### src/rtl/canny_pkg.sv
// Shared definitions for the Canny hysteresis stage: pixel class encoding,
// binary output levels and the sync-alignment latency.
package canny_pkg;

    typedef enum logic [1:0] {
        CLS_NONE   = 2'd0,
        CLS_WEAK   = 2'd1,
        CLS_STRONG = 2'd2
    } cls_t;

    typedef struct packed {
        logic hs;
        logic vs;
        logic de;
    } sync_t;

    localparam logic [7:0] EDGE_ON  = 8'hFF;
    localparam logic [7:0] EDGE_OFF = 8'h00;

    // Register stages between NMS_* and edge_*: classify, window, decide.
    localparam int unsigned HYST_LAT = 3;

    // Strong takes priority, so th_low above th_high produces no weak pixels.
    function automatic cls_t classify(input logic [7:0] data,
                                      input logic [7:0] hi,
                                      input logic [7:0] lo);
        if (data >= hi)
            return CLS_STRONG;
        else if (data >= lo)
            return CLS_WEAK;
        return CLS_NONE;
    endfunction

endpackage

### src/rtl/hyst_linebuf.sv
// Two-row class line buffer: each word packs row y-1 in [1:0] and row y-2
// in [3:2]. Simple dual-port, synchronous read with one-cycle latency.
module hyst_linebuf #(
    parameter int unsigned DEPTH = 640,
    parameter int unsigned AW    = (DEPTH > 1) ? $clog2(DEPTH) : 1
) (
    input  logic          clk,
    input  logic          rd_en,
    input  logic [AW-1:0] rd_addr,
    output logic [3:0]    rd_data,
    input  logic          wr_en,
    input  logic [AW-1:0] wr_addr,
    input  logic [3:0]    wr_data
);

    logic [3:0] mem [DEPTH];

    // Storage is never reset; stale rows are masked by the row counter.
    always_ff @(posedge clk) begin
        if (wr_en)
            mem[wr_addr] <= wr_data;
        if (rd_en)
            rd_data <= mem[rd_addr];
    end

endmodule

### src/rtl/canny_hyst.sv
// Canny double threshold + single-pass hysteresis. Classifies each pixel,
// builds a 3x3 class window from two line buffers, and emits 0x00/0xFF for
// source pixel (x-1,y-1) three clocks after the input sync.
// Build option: define HYST_8CONN_EN for 8-connected promotion; default
// build promotes weak pixels from N/S/E/W strong neighbours only.
module canny_hyst
    import canny_pkg::*;
#(
    parameter int unsigned IMG_W = 640
) (
    input  logic       clk,
    input  logic       rst_n,
    input  logic [7:0] NMS_data,
    input  logic       NMS_hs,
    input  logic       NMS_vs,
    input  logic       NMS_de,
    input  logic [7:0] th_high,
    input  logic [7:0] th_low,
    output logic [7:0] edge_data,
    output logic       edge_hs,
    output logic       edge_vs,
    output logic       edge_de
);

    localparam int unsigned CW = (IMG_W > 1) ? $clog2(IMG_W) : 1;

    logic [7:0]    sh_high, sh_low;
    logic          vs_d, de_d;
    logic          vs_rise, de_fall;
    logic [CW-1:0] col, col_s1, col_s2;
    logic [1:0]    row, row_s1, row_s2;
    sync_t         sync_pipe [HYST_LAT];
    cls_t          cls_s1;
    logic [3:0]    lb_rd, lb_wr;
    cls_t          win_top [3];
    cls_t          win_mid [3];
    cls_t          win_bot [3];
    cls_t          nb_n, nb_s, nb_e, nb_w;
    logic          strong_nb, edge_hit;

    assign vs_rise = NMS_vs & ~vs_d;
    assign de_fall = ~NMS_de & de_d;

    // Sync edge detectors and per-frame threshold shadows.
    always_ff @(posedge clk or negedge rst_n) begin
        if (!rst_n) begin
            vs_d    <= 1'b0;
            de_d    <= 1'b0;
            sh_high <= 8'hFF;
            sh_low  <= 8'hFF;
        end else begin
            vs_d <= NMS_vs;
            de_d <= NMS_de;
            if (vs_rise) begin
                sh_high <= th_high;
                sh_low  <= th_low;
            end
        end
    end

    // Column and saturating row position of the incoming pixel.
    always_ff @(posedge clk or negedge rst_n) begin
        if (!rst_n) begin
            col <= '0;
            row <= '0;
        end else begin
            if (NMS_de)
                col <= col + CW'(1);
            else if (de_fall)
                col <= '0;
            if (vs_rise)
                row <= '0;
            else if (de_fall && row != 2'd3)
                row <= row + 2'd1;
        end
    end

    // Sync delay line aligned with the three data stages.
    always_ff @(posedge clk or negedge rst_n) begin
        if (!rst_n) begin
            for (int unsigned i = 0; i < HYST_LAT; i++)
                sync_pipe[i] <= '0;
        end else begin
            sync_pipe[0] <= '{hs: NMS_hs, vs: NMS_vs, de: NMS_de};
            for (int unsigned i = 1; i < HYST_LAT; i++)
                sync_pipe[i] <= sync_pipe[i-1];
        end
    end

    // Stage 1: classify with the frame thresholds and tag with position.
    always_ff @(posedge clk or negedge rst_n) begin
        if (!rst_n) begin
            cls_s1 <= CLS_NONE;
            col_s1 <= '0;
            row_s1 <= '0;
        end else if (NMS_de) begin
            cls_s1 <= classify(NMS_data, sh_high, sh_low);
            col_s1 <= col;
            row_s1 <= row;
        end
    end

    // Read for stage 2 is issued with the input pixel; the write-back one
    // cycle later ages row y-1 into the y-2 slot and stores row y.
    assign lb_wr = {lb_rd[1:0], cls_s1};

    hyst_linebuf #(
        .DEPTH (IMG_W),
        .AW    (CW)
    ) u_linebuf (
        .clk     (clk),
        .rd_en   (NMS_de),
        .rd_addr (col),
        .rd_data (lb_rd),
        .wr_en   (sync_pipe[0].de),
        .wr_addr (col_s1),
        .wr_data (lb_wr)
    );

    // Stage 2: shift the new column (rows y-2, y-1, y) into the window.
    always_ff @(posedge clk or negedge rst_n) begin
        if (!rst_n) begin
            for (int unsigned i = 0; i < 3; i++) begin
                win_top[i] <= CLS_NONE;
                win_mid[i] <= CLS_NONE;
                win_bot[i] <= CLS_NONE;
            end
            col_s2 <= '0;
            row_s2 <= '0;
        end else if (sync_pipe[0].de) begin
            win_top[0] <= cls_t'(lb_rd[3:2]);
            win_mid[0] <= cls_t'(lb_rd[1:0]);
            win_bot[0] <= cls_s1;
            for (int unsigned i = 1; i < 3; i++) begin
                win_top[i] <= win_top[i-1];
                win_mid[i] <= win_mid[i-1];
                win_bot[i] <= win_bot[i-1];
            end
            col_s2 <= col_s1;
            row_s2 <= row_s1;
        end
    end

    // Stage 3 decision on window centre, masking invalid row/column edges.
    always_comb begin
        nb_n      = (row_s2 < 2'd2) ? CLS_NONE : win_top[1];
        nb_s      = win_bot[1];
        nb_e      = win_mid[0];
        nb_w      = (col_s2 < CW'(2)) ? CLS_NONE : win_mid[2];
        strong_nb = (nb_n == CLS_STRONG) || (nb_s == CLS_STRONG) ||
                    (nb_e == CLS_STRONG) || (nb_w == CLS_STRONG);
`ifdef HYST_8CONN_EN
        if (row_s2 >= 2'd2 && win_top[0] == CLS_STRONG)
            strong_nb = 1'b1;
        if (row_s2 >= 2'd2 && col_s2 >= CW'(2) && win_top[2] == CLS_STRONG)
            strong_nb = 1'b1;
        if (win_bot[0] == CLS_STRONG)
            strong_nb = 1'b1;
        if (col_s2 >= CW'(2) && win_bot[2] == CLS_STRONG)
            strong_nb = 1'b1;
`endif
        edge_hit = (win_mid[1] == CLS_STRONG) ||
                   ((win_mid[1] == CLS_WEAK) && strong_nb);
    end

    // Output register: zero outside de and on the first row/column.
    always_ff @(posedge clk or negedge rst_n) begin
        if (!rst_n)
            edge_data <= EDGE_OFF;
        else if (sync_pipe[1].de && col_s2 != '0 && row_s2 != '0 && edge_hit)
            edge_data <= EDGE_ON;
        else
            edge_data <= EDGE_OFF;
    end

    assign edge_hs = sync_pipe[HYST_LAT-1].hs;
    assign edge_vs = sync_pipe[HYST_LAT-1].vs;
    assign edge_de = sync_pipe[HYST_LAT-1].de;

endmodule

### config.mk
export PLATFORM = sky130hd
export DESIGN_NAME = canny_hyst
export DESIGN_NICKNAME = d
export VERILOG_FILES = /design/src/rtl/canny_pkg.sv /design/src/rtl/hyst_linebuf.sv /design/src/rtl/canny_hyst.sv
export SDC_FILE = /design/constraint.sdc
export NUM_CORES = 2
export LEC_CHECK = 0
export ABC_AREA = 1
export CAP_MARGIN = 20
export CORE_ASPECT_RATIO = 1.75
export CORE_MARGIN = 1.5
export CORE_UTILIZATION = 40
export CTS_BUF_LIST = sky130_fd_sc_hd__clkbuf_8 sky130_fd_sc_hd__clkbuf_16
export DETAILED_ROUTE_END_ITERATION = 10
export HOLD_SLACK_MARGIN = 0.08
export PLACE_DENSITY_LB_ADDON = 0.3
export SLEW_MARGIN = 25
export SYNTH_ARGS = -nofsm -noshare
export SYNTH_HDL_FRONTEND = slang
export SYNTH_SLANG_ARGS = --single-unit
export TNS_END_PERCENT = 5
### constraint.sdc
create_clock -name clk -period 13.3 [get_ports clk]
set_input_delay 3.325 -clock clk [delete_from_list [all_inputs] [get_ports clk]]
set_output_delay 3.325 -clock clk [all_outputs]
set_load 0.05 [all_outputs]
; Word-level counts from Yosys, hierarchy flattened
; Memories as Yosys holds them, arrays and structs flattened. A register that Yosys moved wholly into a read port is not among the register bits.
; Cells that the tools add are included.
[word_totals]
ff_bits = 85
mem_bits_rw = 2560
inputBits = 29
memories = 1
[classes]
n_addsub = 2
order_cmp = 4
n_eq_ne = 7
mux = 15
bitwise_logic = 4
reduce_logical = 13
[memory_table]
columns = memory, depth, width, read_ports, rd_ports_with_merged_regs, write_ports, line
row1 = u_linebuf.mem, 640, 4, 1, 1, 1, hyst_linebuf.sv:16  ; logic [3:0] mem [DEPTH];
[ops]
columns = operator, n
row1 = 10-bit two-way mux, 2
row2 = 8-bit greater-or-equal comparator, 2
row3 = 2-bit two-way mux, 7
row4 = 10-bit by 1-bit adder with 10-bit output (second input constant), 1
row5 = 2-bit equality test (second input constant), 5
row6 = 10-bit by 2-bit less-than comparator with 1-bit output (second input constant), 1
row7 = 10-bit nonzero test, 1
row8 = 8-bit two-way mux, 1
row9 = 2-bit nonzero test, 3
row10 = 1-bit logical AND, 5
row11 = 1-bit two-way mux, 5
row12 = 1-bit logical OR, 4
row13 = 2-bit by 1-bit adder with 2-bit output (second input constant), 1
row14 = 1-bit bitwise AND, 2
row15 = 2-bit by 1-bit equality test with 1-bit output (second input constant), 1
row16 = 2-bit less-than comparator (second input constant), 1
row17 = 2-bit != test (second input constant), 1
row18 = 1-bit inverter, 2

; Logic depth before layout (Yosys ltp)
[logic_depth]
word_depth = 10
depth_mapped = 19
ltp_nobuf = 15

; Cells and area by module
; From an unflattened synthesis, not the netlist that was laid out.
[hier_totals]
hier_cells = 9397
area_unflattened_um2 = 108690.5
[by_module_without_submodules]
columns = module, n_inst, cells_each, area_each_um2, seq_area_each_um2
row1 = hyst_linebuf, 1, 9007, 105212.2, 76993.8
row2 = canny_hyst, 1, 390, 3478.3, 1971.9

; Worst setup path before layout
; OpenSTA, ideal clock, no wires.
[synth_path]
path_type = reg-to-reg
start = reg u_linebuf.rd_data[0] (read register of u_linebuf.mem)
end = mem u_linebuf.mem[0][2] (data pin)
setup_ns = 1.747
t_arrival_ns = 7.638
slack_ns = 3.915
stages_incl_launch_ff = 1
synth_period_minus_slack_ns = 9.385
cell_sequence = edfxtp_1
[synth_lines]
columns = item, line
row1 = from (decl), hyst_linebuf.sv:10  ; output logic [3:0] rd_data,
row2 = to (decl), hyst_linebuf.sv:16
; Straight into the memory's write port.

==> run_results.csv <==
group,metric,value,unit
timing,fin_hold_ws,0.360,ns
clock_network,cts.path.max_buffers,4,
pwr,leakagePower,0.0421,µW
critical_path,crit_buf_inv,3,
grt,grt_max_degree,220,
placement,placed_area,113000,µm²
clock_network,cts.sink_count,2642,
grt,overflow,0,
route,vias,73900,
synth,avgSynthCellArea,11.0,µm²
flow_run,maxCapViolCount,0,
synth,yosysSeqAreaShare,71.6,%
timing,finClkSkew,0.0306,ns
synth,synth_top_area_share,69.8,%
synth,yosys.area_share.xor_xnor,0,%
clock_network,post_cts_resized,0,
critical_path,cp-end-kind,"flip-flop",
critical_path,path_class,"reg -> reg",
floorplanning,dieWidth,400,µm
synth,synth_top_family_by_area,"simple AND/OR/NAND/NOR gates",
route,first_pass_iters,6,
clock_network,ctsHoldBuffers,0,
floorplanning,io_pins,40,
clock_network,cts_root_buf,"clkbuf_16",
synth,synth_cell_types,32,
layout,fill_cells,25200,
clock_network,clk_latency,0.89,ns
critical_path,max_stage_delay,0.93,ns
clock_network,numCtsBuffers,222,
critical_path,crit_family,"simple AND/OR/NAND/NOR gates",
timing,hold_viol_final,0,
clock_network,h-tree-depth,4,
synth,synth_fp_nets,10000,
clock_network,clk_pin_slew,0.07,ns
layout,num-nets-final,9762,
synth,netlist_area,110000,µm²
critical_path,arrival,6.87,ns
synth,synth_area_leaders,"edfxtp_1 (70%), nand2_1 (7.2%), nor2_1 (7.1%)",
route,wl_per_cell,24.0,µm
timing,rsz0062_at_grt,"no",
synth,synth_compound_area_share,5.81,%
synth,ys_ff_latch,2642,
grt,grt_pass1_vias,74400,
floorplanning,die_h,698,µm
critical_path,cpMaxStageDelayCell,"inv_6",
timing,setup_ws,7.18,ns
timing,worstMarginPinSlew,1.13,ns
pwr,powerDensity,165,nW/µm²
grt,antenna_found_initial,10,
grt,grt_pass1_wl,467000,µm
timing,relSlewSlack,24.7,%
hold_path,hold_class,"reg -> reg",
floorplanning,initial_core_util,40.3,%
outcome,status,"completed",
critical_path,worstSetupStartpointType,"flip-flop",
synth,synth_simple_gate_area_share,18.4,%
synth,ys.flop_type,"edfxtp_1",
critical_path,crit_top_cell,"nand3_1",
synth,muxShareOfSynthArea,0,%
route,drtAntennaViolNets,0,
synth,synth_common_cells,"edfxtp_1 (2564), nand2_1 (2105), nor2_1 (2090)",
synth,postSynth.asyncResetShare,2.95,%
placement,dp_hpwl,186000,µm
timing,post-route-min-period,6.12,ns
synth,synth_fa_ha_area_share,0.204,%
pwr,power,19900,µW
route,drt-initial-drc-count,7354,
timing,finalSetupViolations,0,
floorplanning,dieArea,279000,µm²
layout,drive_gt1_share,5.49,%
synth,yosys_warnings,0,
timing,max_freq,163,MHz
synth,synth_most_common_cell,"edfxtp_1",
timing,slew_violations,0,
placement,place_congestion,0.890,
timing,timing.setup.tns,0,ns
synth,synth_top_area_cell,"edfxtp_1",
critical_path,cp_max_fo,81,
clock_network,cts_tree,"done",
critical_path,path_cells,"buf_4 -> nand2_2 -> inv_6 -> buf_4 -> nand3_1 -> nand2_1 -> nor2_1 -> nand2_1 -> nand3_1 -> nand3_1 -> nand3_1 -> nand3_1 -> nand3_1 -> nand2_1",
route,drc,0,
layout,final_cell_area,121000,µm²
clock_network,cts_setup_buffers,0,
synth,synth_cells,9986,
floorplanning,core_area,274000,µm²
timing,period_share,46.0,%
layout,syn2layout_area_growth,9.48,%
pwr,ir_drop,140,µV
floorplanning,rows,254,
route,finalWirelength,323000,µm
route,vias_per_cell,5.48,
grt,gr-usage-all-layers,22.7,%
critical_path,required,14.05,ns
placement,pre_cts_ws,7.46,ns
synth,synth_edf_count,2564,
placement,portBuffers,39,
[final timing paths]
path	slack, ns	cells after the start	end	from
setup reg to reg	7.18	14	u_linebuf.rd_data[2]	col[2]
hold reg to reg	0.36	0	sync_pipe[5]	sync_pipe[8]
hold / removal	0.36	0	sync_pipe[5]	sync_pipe[8]
min in group asynchronous	2.25	1	sync_pipe[7]	rst_n
max in group asynchronous	9.72	2	col[4]	rst_n
setup / recovery	7.18	14	u_linebuf.rd_data[2]	col[2]
[registers in the layout (all words and copies together), names as in the netlist, 2 cells and up]
register	flops
cls_s1	2
col	10
col_s1	10
col_s2	10
nb_e	2
nb_s	2
row	2
row_s1	2
row_s2	2
sh_high	8
sh_low	8
sync_pipe	6
u_linebuf.mem	2560
u_linebuf.rd_data	4
win_bot	2
win_mid	4
win_top	4
[placed cells by master, fill, tap and decap left out, types with 14 or more instances in the layout]
| cell | n |
|---|---|
| nand3_1 | 837 |
| o221ai_1 | 37 |
| buf_12 | 14 |
| nand2_2 | 22 |
| a21oi_1 | 167 |
| edfxtp_1 | 2564 |
| clkdlybuf4s50_1 | 38 |
| dfrtp_1 | 54 |
| o22ai_1 | 74 |
| nand2_1 | 2075 |
| o21ai_1 | 54 |
| o211ai_1 | 77 |
| nor2_1 | 2089 |
| dfstp_2 | 16 |
| o21ai_0 | 775 |
| clkinv_2 | 37 |
| ha_1 | 18 |
| inv_1 | 425 |
| clkinvlp_4 | 15 |
| clkbuf_16 | 232 |
| clkinv_1 | 37 |
| bufinv_16 | 24 |
| or2_2 | 32 |
| buf_4 | 106 |
[layout make-up]
class                   instances  area [µm²]  share of cell area (%)
diodes                          5        12.5                  0.0104
clock buffers                 237        5870                    4.86
clock inverters               163        1410                    1.16
inverters                     391        1500                    1.24
multi-input cells            6296       27000                    22.4
flip-flops and latches       2642       79000                    65.4
well taps                    3584        4480                    3.71
repair buffers                162        1500                    1.24
[metal layers]
layer / vias to the layer above / GRT usage [%] / part of all wire [%]
li1: 33600 / - / -
met1: 36400 / 24.9 / 35
met2: 2980 / 40.4 / 51
met3: 859 / 2.74 / 6.2
met4: 4 / 15.8 / 7.8
met5: - / 0 / 0.0084
[metrics by stage]
step                      instances  util (%)
final                         13500      44.1
after global routing          13500      44.1
after global placement        13100      41.4
after floorplan                9986         -
after CTS                     13500      44.1
after detailed placement      13100      41.4
[cells by family (layout without fill, tap and decap cells)]
group	Yosys count	count (layout)
AOI/OAI and AO/OA	1191	1191
and+or+nand+nor	5087	5087
other	0	5
DFF	2642	2642
adders and majority gates	18	18
buffers and inverters	1048	953
[worst reg2reg max path, stage by stage, from the launching register on]
cell	delay [ns]
dfrtp_4	0.73
buf_4	0.93
nand2_2	0.84
inv_6	0.93
buf_4	0.70
nand3_1	0.20
nand2_1	0.09
nor2_1	0.07
nand2_1	0.07
nand3_1	0.27
nand3_1	0.26
nand3_1	0.10
nand3_1	0.56
nand3_1	0.16
nand2_1	0.09
[power by group]
group | switching, µW | internal (µW) | leakage (µW)
Combinational | 2710 | 754 | 0.0143
Clock | 2980 | 3640 | 0.00371
Sequential | 99.8 | 9730 | 0.0241
Power figures use the tool's default switching activity.
